### config.mk
export PLATFORM = sky130hd
export DESIGN_NAME = vga_plot_arbiter
export DESIGN_NICKNAME = d
export VERILOG_FILES = /design/src/rtl/vga_plot_arbiter.sv
export SDC_FILE = /design/constraint.sdc
export NUM_CORES = 1
export LEC_CHECK = 0
export ABC_AREA = 1
export CAP_MARGIN = 10
export CORE_ASPECT_RATIO = 1.2
export CORE_MARGIN = 1
export CORE_UTILIZATION = 44
export DETAILED_ROUTE_END_ITERATION = 12
export GPL_ROUTABILITY_DRIVEN = 0
export PLACE_DENSITY = 0.86
export SKIP_LAST_GASP = 1
export SYNTH_ARGS = -nofsm -noshare
export SYNTH_HDL_FRONTEND = slang
export SYNTH_SLANG_ARGS = --single-unit
### constraint.sdc
create_clock -name CLOCK_50 -period 7.1 [get_ports CLOCK_50]
set_clock_uncertainty 0.2 [all_clocks]
set_input_delay 1.42 -clock CLOCK_50 [delete_from_list [all_inputs] [get_ports CLOCK_50]]
set_output_delay 1.42 -clock CLOCK_50 [all_outputs]
set_load 0.02 [all_outputs]
### src/rtl/vga_plot_arbiter.sv
// vga_plot_arbiter: round-robin share of the vga_adapter pixel port among NUM_REQ drawing engines,
// with per-requester lock for whole primitives and a stall timeout that forcibly releases the lock.
module vga_plot_arbiter #(
    parameter int NUM_REQ      = 4,
    parameter int X_W          = 9,
    parameter int Y_W          = 8,
    parameter int C_W          = 3,
    parameter int LOCK_TIMEOUT = 1023
) (
    input  logic                   CLOCK_50,
    input  logic                   reset,
    input  logic [NUM_REQ-1:0]     req_valid,
    input  logic [NUM_REQ-1:0]     req_lock,
    input  logic [NUM_REQ*X_W-1:0] req_x,
    input  logic [NUM_REQ*Y_W-1:0] req_y,
    input  logic [NUM_REQ*C_W-1:0] req_colour,
    output logic [NUM_REQ-1:0]     req_ready,
    output logic [X_W-1:0]         vga_x,
    output logic [Y_W-1:0]         vga_y,
    output logic [C_W-1:0]         vga_colour,
    output logic                   vga_plot,
    output logic [1:0]             grant_id,
    output logic                   busy,
    output logic                   timeout_err
);
    localparam int CNT_W = $clog2(LOCK_TIMEOUT + 1);

    typedef enum logic {ARB, LOCKED} state_t;

    state_t           state;
    logic [1:0]       last, owner, pick, sel, idx;
    logic             pick_ok, accept, sel_lock;
    logic [CNT_W-1:0] stall_cnt;

    // descending scan so the nearest requester after last is written last and wins
    always_comb begin
        pick    = last;
        pick_ok = 1'b0;
        idx     = '0;
        for (int k = NUM_REQ; k >= 1; k--) begin
            idx = 2'((int'(last) + k) % NUM_REQ);
            if (|(req_valid & (NUM_REQ'(1) << idx))) begin
                pick    = idx;
                pick_ok = 1'b1;
            end
        end
    end

    always_comb begin
        sel       = (state == LOCKED) ? owner : pick;
        req_ready = (reset || (state == ARB && !pick_ok)) ? '0 : NUM_REQ'(1) << sel;
        accept    = |(req_valid & req_ready);
        sel_lock  = |(req_lock & (NUM_REQ'(1) << sel));
    end

    assign busy = (state == LOCKED);

    always_ff @(posedge CLOCK_50) begin
        if (reset) begin
            state       <= ARB;
            last        <= 2'(NUM_REQ - 1);
            owner       <= '0;
            stall_cnt   <= '0;
            vga_x       <= '0;
            vga_y       <= '0;
            vga_colour  <= '0;
            vga_plot    <= 1'b0;
            grant_id    <= '0;
            timeout_err <= 1'b0;
        end else begin
            vga_plot    <= accept;
            timeout_err <= 1'b0;
            if (accept) begin
                vga_x      <= req_x[sel*X_W +: X_W];
                vga_y      <= req_y[sel*Y_W +: Y_W];
                vga_colour <= req_colour[sel*C_W +: C_W];
                last       <= sel;
                grant_id   <= sel;
            end
            if (state == ARB) begin
                stall_cnt <= '0;
                if (accept && sel_lock) begin
                    state <= LOCKED;
                    owner <= sel;
                end
            end else if (accept || !sel_lock) begin
                stall_cnt <= '0;
                if (!sel_lock)
                    state <= ARB;
            end else if (stall_cnt == CNT_W'(LOCK_TIMEOUT - 1)) begin
                state       <= ARB;
                timeout_err <= 1'b1;
                stall_cnt   <= '0;
            end else begin
                stall_cnt <= stall_cnt + 1'b1;
            end
        end
    end
endmodule

* After elaboration in Yosys (flattened, before gate mapping)
Cells that the tools add are included.
** Operators by class
- Div/mod/pow operators :: 0
- Reductions and logical operators :: 15
- Shift operators :: 8
- Order comparisons :: 0
- Equal/unequal tests :: 1
- Bitwise operators :: 7
- $mul :: 2
- Add/sub/neg operators :: 5
- Muxes and demuxes :: 16
** Operators by type and width (count)
- $shiftx A36 B7 Y9 :: 1
- $shiftx A32 B6 Y8 :: 1
- $reduce_or A4 Y1 :: 7
- $and A4 B4 Y4 :: 6
- $shl A1 B2 Y4 const A :: 5
- $shiftx A12 B5 Y3 :: 1
- $add A10 B1 Y10 const B :: 1
- $eq A10 B10 Y1 const B :: 1
- $mux W1 :: 10
- $mux W2 :: 5
- $mul A2 B4 Y6 const B :: 1
- $add A2 B1 Y2 const B :: 2
- $add A2 B2 Y2 const B :: 2
- $mul A2 B2 Y4 const B :: 1
- $mux W4 :: 1
- $reduce_or A3 Y1 :: 1
- $logic_and A1 B1 Y1 :: 2
- $logic_not A1 Y1 :: 2
- $logic_or A1 B1 Y1 :: 2
- $reduce_and A2 Y1 :: 1
- $not A1 Y1 :: 1
** Storage, ports and cells
- Memory bits (writable) :: 0
- Output and inout port bits :: 29
- Latch bits :: 0
- Bits in read-only memories :: 0
- Memories :: 0
- Input port bits :: 90
- Register bits after elaboration :: 39

* Longest topological paths before layout
Gate-level depths: netlist of the first run.
- Word-level depth :: 17
- Depth in mapped cells :: 20
- Gate-level depth less buffers :: 20

* Worst setup path before layout of the first run
No wires, ideal clock.
- Path kind :: input -> output
- Start :: input port req_valid[2]
- End :: output port req_ready[2]
- Data arrival time :: 2572 ps
- Required time :: 5480 ps
- Path slack :: 2908 ps
- Stages :: 9
- Cells stage by stage :: nand2_1 -> nand2_2 -> nor2_4 -> inv_2 -> a21oi_2 -> nand2_2 -> nand2_2 -> nand2_4 -> nor3_1
** Between the ends
- Word-level cells in the longest chain between the ends :: 10
** Ends and longest elaborated chain
- from (decl) :: line 12 : input logic [NUM_REQ-1:0] req_valid,
- $and A4 B4 Y4 :: line 42 : if (|(req_valid & (NUM_REQ'(1) << idx))) begin
- $reduce_or A4 Y1 :: line 42
- $mux W1 (4 in series) :: line 42
- $logic_not A1 Y1 :: line 51 : req_ready = (reset || (state == ARB && !pick_ok)) ? '0 : NUM_REQ'(1) << sel;
- $logic_and A1 B1 Y1 :: line 51
- $logic_or A1 B1 Y1 :: line 51
- $mux W4 * :: line 51
- to (decl) :: line 17 : output logic [NUM_REQ-1:0] req_ready,
Every way passes the cells marked *; elsewhere a longest branch is shown, timed or not.

* Worst setup path in the final report of the first run
- Start :: input port req_valid[2]
- End :: output port req_ready[1]
Same word-level chain as after synthesis.

==> impl_metrics.csv, run 1 <==
group,metric,value,unit
clocking,clk_pin_slew,0.07,ns
worst_setup_path,endpoint_kind,"primary output",
finish,area_delta_synth_final,51.6,%
yosys,ys_ff_latch,39,
placed_design,dp_hpwl,5.31,mm
routing,drtAntennaViolNets,0,
die,start_util,0.458,
global_route,grt_start_max_net_pins,30,
yosys,synthDistinctLibCells,29,
yosys,yosysSeqAreaShare,0.322,
routing,wl_per_cell,13.4,um
routing,viasPerCell,5.14,
global_route,grt_remaining_overflow,0,
routing,vias,2814,
worst_setup_path,required,5.48,ns
finish,diodes,0,
placed_design,dpl_cell_area,3580,um2
finish,drive_above_1_share,0.0804,
die,design.core.area,5300,um2
clocking,cts_root_buf,"clkbuf_8",
clocking,cts.sinks,39,
routing,drt_wl_total,7.32,mm
hold_path,hp-start,"grant_id[0]",
yosys,synth_nets,471,
clocking,htree_num_levels,2,
sta,clock.fmax,193,MHz
routing,drt_iter0_markers,90,
clocking,post_cts_buffers,0,
sta,worst_pin_slew,1.02,ns
finish,nets,581,
sta,worst_slack,1.91,ns
global_route,first_global_vias,2840,
finish,final_util,0.694,
global_route,grt_pass1_wl,12.3,mm
worst_setup_path,cp.arrival,3.57,ns
die,die_w,69.8,um
finish,fin_area,3680,um2
pwr,p_leak,1.53,nW
sta,hold_viol_final,0,
clocking,tritoncts,"built",
sta,tns,0,ns
clocking,cts_buffer_depth,2,
sta,setup_viol,0,
sta,report.final.slew_viol_count,0,
clocking,cts-buffers-inserted,5,
yosys,synth.cell_area,2430,um2
pwr,p_per_area,413,nW/um2
die,io_pins,119,
yosys,syn_area_per_cell,6.49,um2
global_route,antenna_found_initial,0,
worst_setup_path,start_kind,"input port",
run_status,outcome,"finished clean",
sta,relSlewSlack,0.321,
sta,period_needed,5.19,ns
routing,drc_errors,0,
yosys,synthCells,374,
clocking,hold_buffers,0,
die,rows,29,
sta,period_share,0.732,
global_route,grt_usage,0.258,
placed_design,port_buffers,118,
routing,drt_pass1_iterations,4,
die,die_y,83.3,um
die,die-area,5820,um2
worst_setup_path,timing.rr.start,"last[1]",
worst_setup_path,cp_max_fo,5,
sta,rsz0062_at_grt,"false",
placed_design,post-place-ws,1.93,ns
pwr,ir_drop,0.000292,V
yosys,synth_warnings,0,
clocking,ctsResizeCount,0,
clocking,clock_latency,0.28,ns
worst_setup_path,critical_path_class,"input port to primary output",
worst_setup_path,startpoint,"req_valid[2]",
flow_run,maxCapViolations,0,
hold_path,hold_class,"register to register",
cells in the mapped netlist (all sizes together):
| master | instances | area share |
|---|---|---|
| xor2 | 3 | 0.011 |
| dfxtp | 39 | 0.32 |
| nor2 | 59 | 0.11 |
| ha | 7 | 0.036 |
| o211ai | 2 | 0.0062 |
| or2 | 1 | 0.0026 |
| nand3b | 1 | 0.0031 |
| nand3 | 12 | 0.025 |
| a21oi | 7 | 0.022 |
| nand4 | 27 | 0.072 |
| nand2 | 143 | 0.24 |
| buf | 14 | 0.044 |
| nor3 | 7 | 0.014 |
| o21ai | 19 | 0.039 |
| xnor2 | 5 | 0.018 |
| inv | 26 | 0.040 |
| clkbuf | 2 | 0.0031 |
final cells by class:
cell class                      count  area [um2]
Inverter                           26        97.6
Timing Repair Buffer              119        1190
Clock buffer                        8         100
Fill cell                         454        1620
Multi-Input combinational cell    293        1430
Tap cell                           62        77.6
Sequential cell                    39         781
cells in the final DEF, fill, tap and decap left out, types with 2 or more instances in the layout:
| cell type | netlist | routed |
|---|---|---|
| xnor2_1 | 5 | 5 |
| nor2_1 | 47 | 47 |
| a21oi_2 | 2 | 2 |
| nand2_2 | 8 | 8 |
| ha_1 | 7 | 7 |
| a21oi_1 | 4 | 4 |
| clkbuf_8 | 0 | 7 |
| nand2_4 | 2 | 2 |
| nand2_1 | 133 | 133 |
| xor2_1 | 3 | 3 |
| o211ai_1 | 2 | 2 |
| nand4_1 | 26 | 26 |
| clkdlybuf4s50_1 | 0 | 118 |
| nand3_1 | 12 | 12 |
| nor2_2 | 11 | 11 |
| inv_1 | 22 | 22 |
| nor3_1 | 7 | 7 |
| o21ai_1 | 3 | 3 |
| inv_2 | 4 | 4 |
| dfxtp_1 | 39 | 39 |
| o21ai_0 | 16 | 16 |
metrics by stage:
stage,hold slack (ns),power (mW),std cells
final,0.268,1.52,547
after global routing,0.290,1.65,547
after CTS,0.269,1.52,547
after detailed placement,0.258,1.36,539
after global placement,0.241,1.34,539
after floorplan,0.230,1.08,374
flip-flops by register name, summed over array words and instances, names as in the netlist:
register and flops:
grant_id 2, timeout_err 1, busy 1, owner 2, vga_plot 1, vga_y 8
last 2, vga_x 9, stall_cnt 10, vga_colour 3
path summary, 6_finish.rpt:
path,end,slack [ns],cells past startpoint
hold reg to reg,grant_id[0],0.27,2
hold / removal,grant_id[0],0.27,2
setup / recovery,req_ready[1],1.91,10
setup reg to reg,stall_cnt[4],3.57,17
routing by layer:
layer,wire length (um),track usage
met5,0,0
met4,229,0.113
met3,264,0.0388
met2,3780,0.475
met1,3040,0.289
report_power, final:
| group | switching (mW) | leakage (nW) | internal (mW) |
|---|---|---|---|
| Sequential | 0.0303 | 0.318 | 0.273 |
| Clock | 0.0727 | 0.0515 | 0.0887 |
| Combinational | 0.685 | 1.16 | 0.371 |
| Total | 0.788 | 1.53 | 0.733 |
cell families after synthesis:
kind of cell,count (synthesis),share of synthesized area
compound gates,28,0.0676
simple gates,250,0.458
xor+xnor,8,0.0289
buf+inv,42,0.0872
flops,39,0.322
fa+ha+maj,7,0.0361
worst max-delay path: stages:
cell and delay, ns:
clkdlybuf4s50_1 0.56, nand2_1 0.09, nand2_2 0.09, nor2_4 0.05, nand2_1 0.09, nor3_1 0.06
nor2_1 0.23, inv_1 0.13, nor3_1 0.20, clkdlybuf4s50_1 0.64
(Power assumes the default switching activity.)
==> run 2: changes to the inputs <==
--- a/config.mk
+++ b/config.mk
@@ -9,10 +9,10 @@
 export CAP_MARGIN = 10
 export CORE_ASPECT_RATIO = 1.2
 export CORE_MARGIN = 1
-export CORE_UTILIZATION = 44
+export CORE_UTILIZATION = 41
 export DETAILED_ROUTE_END_ITERATION = 12
 export GPL_ROUTABILITY_DRIVEN = 0
-export PLACE_DENSITY = 0.86
+export PLACE_DENSITY = 0.81
 export SKIP_LAST_GASP = 1
 export SYNTH_ARGS = -nofsm -noshare
 export SYNTH_HDL_FRONTEND = slang
==> constraint.sdc (replaced) <==
create_clock -name CLOCK_50 -period 5.1 [get_ports CLOCK_50]
set_clock_uncertainty 0.2 [all_clocks]
set_input_delay 1.02 -clock CLOCK_50 [delete_from_list [all_inputs] [get_ports CLOCK_50]]
set_output_delay 1.02 -clock CLOCK_50 [all_outputs]
set_load 0.02 [all_outputs]
==> run 2 against run 1 <==
Routed wire length shrank 1.1%. Die area grew 7.1%. Design area grew 1.6%. Cell count grew 3.8%. Sequential power grew 40%. Power rose by 42%. Sequential share of layout area decreased by 0.33 points. Largest cell class unchanged.
==> impl_metrics.csv, run 2 (synthesized netlist as in run 1, its figures left out) <==
group,metric,value,unit
run_status,outcome,"finished clean",
clocking,tritoncts,"built",
global_route,grt_usage,0.254,
worst_setup_path,start_kind,"input port",
sta,setup_viol,0,
clocking,cts_root_buf,"clkbuf_8",
finish,top_register,"stall_cnt",
worst_setup_path,crit_path_end,"req_ready[2]",
sta,report.final.slew_viol_count,0,
sta,clock.fmax,228,MHz
pwr,seq_power_share,0.196,
finish,mostFrequentLayoutCells,"nand2_1 (133), clkdlybuf4s50_1 (118), nor2_1 (47)",
pwr,ir_drop,0.000402,V
die,die_y,86.3,um
finish,layout.cells.most_common,"nand2_1",
routing,drtAntennaViolNets,0,
die,die-area,6230,um2
routing,wl_per_cell,12.7,um
finish,largest_reg_flops,10,
routing,drt_wl_total,7.23,mm
worst_setup_path,endpoint_kind,"primary output",
clocking,ctsResizeCount,0,
sta,rsz0062_at_grt,"false",
clocking,clock_latency,0.29,ns
worst_setup_path,rrSetupSlack,1.95,ns
worst_setup_path,cp_slowest_cell,"clkdlybuf4s50_1",
sta,period_share,0.860,
worst_setup_path,startpoint,"req_valid[2]",
die,die_w,72.2,um
finish,reg_top3,"stall_cnt (10), vga_x (9), vga_y (8)",
global_route,antenna_found_initial,0,
pwr,sw_frac_of_total,0.510,
global_route,grt_remaining_overflow,0,
sta,tns,0,ns
flow_run,maxCapViolations,0,
finish,final_util,0.659,
clocking,htree_num_levels,2,
pwr,p_sw,1.11,mW
worst_setup_path,ff2ff_path_depth,17,
pwr,p_int,1.06,mW
die,design.core.area,5670,um2
pwr,p_leak,1.55,nW
worst_setup_path,cp_max_fo,5,
routing,drt_pass1_iterations,4,
worst_setup_path,crit_chain,"clkdlybuf4s50_1 > nand2_1 > nand2_2 > nor2_4 > nand2_1 > nor3_1 > nor2_1 > inv_1 > nor3_1 > clkdlybuf4s50_1",
global_route,grt_pass1_wl,12.5,mm
worst_setup_path,required,3.88,ns
finish,drive_above_1_share,0.0881,
clocking,cts-buffers-inserted,5,
worst_setup_path,slowest_delay,0.64,ns
finish,area_delta_synth_final,54.0,%
finish,diodes,0,
routing,viasPerCell,4.90,
die,io_pins,119,
finish,nets,584,
finish,n_fill_cell,506,
hold_path,hold_class,"register to register",
clocking,cts_buffer_depth,2,
clocking,clk_pin_slew,0.07,ns
sta,relSlewSlack,0.517,
global_route,first_global_vias,2775,
pwr,comb_power_share,0.687,
pwr,p_per_area,580,nW/um2
worst_setup_path,critical_path_class,"input port to primary output",
sta,worst_pin_slew,0.724,ns
clocking,cts.sinks,39,
routing,vias,2786,
pwr,clkPwrFrac,0.117,
global_route,grt_start_max_net_pins,30,
clocking,hold_buffers,0,
placed_design,dp_hpwl,5.38,mm
placed_design,port_buffers,118,
worst_setup_path,timing.rr.start,"last[0]",
routing,drt_iter0_markers,113,
worst_setup_path,reg2reg_to,"stall_cnt[0]",
die,start_util,0.428,
sta,period_needed,4.39,ns
sta,hold_viol_final,0,
clocking,post_cts_buffers,0,
worst_setup_path,cp.arrival,3.17,ns
die,rows,30,
routing,drc_errors,0,
==> run 2: changes by cell type in the layout (fill, tap and decap cells not counted), sizes merged <==
cell	previous run	this run
clkinv	0	2
clkbuf	8	5
bufinv	0	1
buf	1	4
==> run 2: how the worst min path moves through the flow <==
stage	start	endpoint	depth (start not counted)	slack, ns
floorplan	stall_cnt[0]	stall_cnt[0]	1	0.23
global placement	stall_cnt[0]	stall_cnt[0]	1	0.24
detailed placement	stall_cnt[0]	stall_cnt[0]	1	0.26
CTS	vga_colour[1]	vga_colour[1]	2	0.27
global route	grant_id[0]	grant_id[0]	2	0.30
finish	vga_colour[1]	vga_colour[1]	2	0.27
==> run 2: through the flow <==
step	hold slack [ns]	std cells	total power [mW]	worst slack [ns]	instance area, um2
6_report	0.265	568	2.17	0.712	3740
5_1_grt	0.299	568	2.39	0.560	3740
4_1_cts	0.273	568	2.19	0.721	3740
3_5_place_dp	0.257	560	1.93	0.732	3620
3_3_place_gp	0.244	560	1.91	0.821	3620
2_1_floorplan	0.230	374	1.51	1.71	2430
==> run 2: worst max-delay path, delay by kind of cell <==
family | cells | cell delay [ns]
buffers and inverters | 3 | 1.34
and+or+nand+nor | 7 | 0.81
==> run 2: power by group through the flow <==
stage               logic, mW  registers (mW)  clock network, mW
finish                   1.49           0.424              0.254
global placement         1.48           0.427                  0
floorplan                1.02           0.490                  0
CTS                      1.51           0.424              0.259
global route             1.68           0.432              0.274
detailed placement       1.50           0.429                  0
==> run 2: metal layers <==
layer / track usage / wire length, um
met4: 0.123 / 311
met1: 0.274 / 2880
met3: 0.0512 / 367
met2: 0.467 / 3670
met5: 0 / 0
==> run 2: cell type report <==
class,count,area [um2],area share
inverters,26,97.6,0.0261
flip-flops and latches,39,781,0.209
clock buffers,5,68.8,0.0184
repair buffers,122,1210,0.324
multi-input cells,293,1430,0.384
well taps,80,100,0.0268
clock inverters,3,43.8,0.0117
==> run 3: changes to the inputs <==
--- a/config.mk
+++ b/config.mk
@@ -11,7 +11,6 @@
 export CORE_MARGIN = 1
 export CORE_UTILIZATION = 41
 export DETAILED_ROUTE_END_ITERATION = 12
-export GPL_ROUTABILITY_DRIVEN = 0
 export PLACE_DENSITY = 0.81
 export SKIP_LAST_GASP = 1
 export SYNTH_ARGS = -nofsm -noshare
==> run 3 against run 2 <==
Sequential share of layout area about the same. Maximum frequency decreased by 0.48%. Highest routed layer unchanged. Die area unchanged. Largest cell class unchanged. Design area increased by 0.13%. Cell count unchanged. Critical path depth unchanged. Count of clock-buffer cells in the layout increased by 1. Global-route usage decreased by 0.46 points. Power increased by 0.98%. Critical path type unchanged. Largest power group unchanged.
==> impl_metrics.csv, run 3 (synthesized netlist as in run 1, its figures left out) <==
group,metric,value,unit
finish,reg_top3,"stall_cnt (10), vga_x (9), vga_y (8)",
finish,fin_area,3740,um2
clocking,clock_latency,0.29,ns
worst_setup_path,critical_path_class,"input port to primary output",
clocking,cts.sinks,39,
worst_setup_path,cp.arrival,3.19,ns
finish,largest_reg_flops,10,
clocking,post_cts_buffers,0,
clocking,cts_buffer_depth,2,
finish,area_delta_synth_final,54.2,%
placed_design,dpl_cell_area,3620,um2
global_route,grt_pass1_wl,12.2,mm
sta,rsz0062_at_grt,"false",
finish,diodes,0,
finish,drive_above_1_share,0.0881,
die,io_pins,119,
routing,drc_errors,0,
finish,final-instance-count-excl-fill,568,
routing,wl_per_cell,13.1,um
clocking,clk_pin_slew,0.07,ns
global_route,first_global_vias,2784,
finish,final_util,0.660,
clocking,tritoncts,"built",
sta,worst_pin_slew,0.749,ns
finish,layout.cells.most_common,"nand2_1",
global_route,antenna_found_initial,0,
worst_setup_path,cp_max_fo,5,
sta,report.final.slew_viol_count,0,
pwr,p_leak,1.55,nW
pwr,ir_drop,0.000348,V
sta,period_needed,4.41,ns
worst_setup_path,required,3.88,ns
die,die_y,86.3,um
die,start_util,0.428,
worst_setup_path,start_kind,"input port",
routing,drtAntennaViolNets,0,
routing,drt_pass1_iterations,5,
finish,mostFrequentLayoutCells,"nand2_1 (133), clkdlybuf4s50_1 (118), nor2_1 (47)",
die,die_w,72.2,um
sta,clock.fmax,227,MHz
clocking,hold_buffers,0,
clocking,ctsResizeCount,0,
die,rows,30,
global_route,grt_usage,0.250,
sta,holdWs,0.266,ns
flow_run,maxCapViolations,0,
sta,setup_viol,0,
sta,tns,0,ns
die,die-area,6230,um2
clocking,cts_root_buf,"clkbuf_8",
die,design.core.area,5670,um2
global_route,grt_remaining_overflow,0,
routing,vias,2833,
placed_design,gp_congestion,0.835,
worst_setup_path,endpoint_kind,"primary output",
finish,n_fill_cell,507,
placed_design,port_buffers,118,
run_status,outcome,"finished clean",
clocking,cts-buffers-inserted,5,
finish,nets,584,
sta,relSlewSlack,0.500,
hold_path,hold_class,"register to register",
placed_design,dp.cells,560,
routing,drt_wl_total,7.43,mm
global_route,grt_start_max_net_pins,30,
sta,period_share,0.864,
clocking,htree_num_levels,2,
routing,viasPerCell,4.99,
routing,drt_iter0_markers,129,
placed_design,dp_hpwl,5.64,mm
finish,top_register,"stall_cnt",
pwr,p_per_area,585,nW/um2
sta,hold_viol_final,0,
-- run 3: cell count changes in the layout (fill, tap and decap cells not counted) --
cell,delta
clkbuf_8,+1
clkinv_4,-1
-- run 3: per-layer routing --
layer  routed length (um)  share of wire  global-route usage  vias to the layer above
li1                     -              -                   -                     1418
met1                 2880           0.39               0.261                     1289
met4                  297          0.040               0.127                        0
met2                 3860           0.52               0.461                      106
met3                  392          0.053              0.0570                       20
met5                    0              0                   0                        -
-- run 3: cell type report --
cell class                 instances  area (um2)  share of cell area
tap                               80         100              0.0268
clock inverter                     2        35.0             0.00936
clock buffer                       6        82.6              0.0221
timing repair buffer             122        1210               0.324
multi-input combinational        293        1430               0.383
sequential                        39         781               0.209
inverter                          26        97.6              0.0261
-- run 3: path summary, 6_finish.rpt --
kind                startpoint      endpoint  slack (ns)  cells past startpoint
setup / recovery  req_valid[3]  req_ready[2]        0.69                     10
setup reg to reg       last[0]   grant_id[1]        1.95                     19
hold reg to reg   stall_cnt[0]  stall_cnt[0]        0.27                      1
hold / removal    stall_cnt[0]  stall_cnt[0]        0.27                      1
-- run 3: per-stage QoR --
| stage | power [mW] | setup WS, ns |
|---|---|---|
| after global routing | 2.38 | 0.528 |
| after global placement | 1.90 | 0.827 |
| after CTS | 2.20 | 0.696 |
| final | 2.19 | 0.691 |
| after detailed placement | 1.94 | 0.698 |
| after floorplan | 1.51 | 1.71 |
-- run 3: critical path, stage by stage --
cell and delay [ns]:
clkdlybuf4s50_1 0.57, nand2_1 0.10, nand2_2 0.10, nor2_4 0.06
nand2_1 0.08, nor3_1 0.06, nor2_1 0.24, inv_1 0.13
nor3_1 0.20, clkdlybuf4s50_1 0.64
-- run 3: report_power, final --
group	total [mW]	internal, mW	switching, mW	leakage (nW)
clock network	0.263	0.158	0.105	0.0612
registers	0.425	0.380	0.0449	0.318
logic	1.50	0.536	0.963	1.17
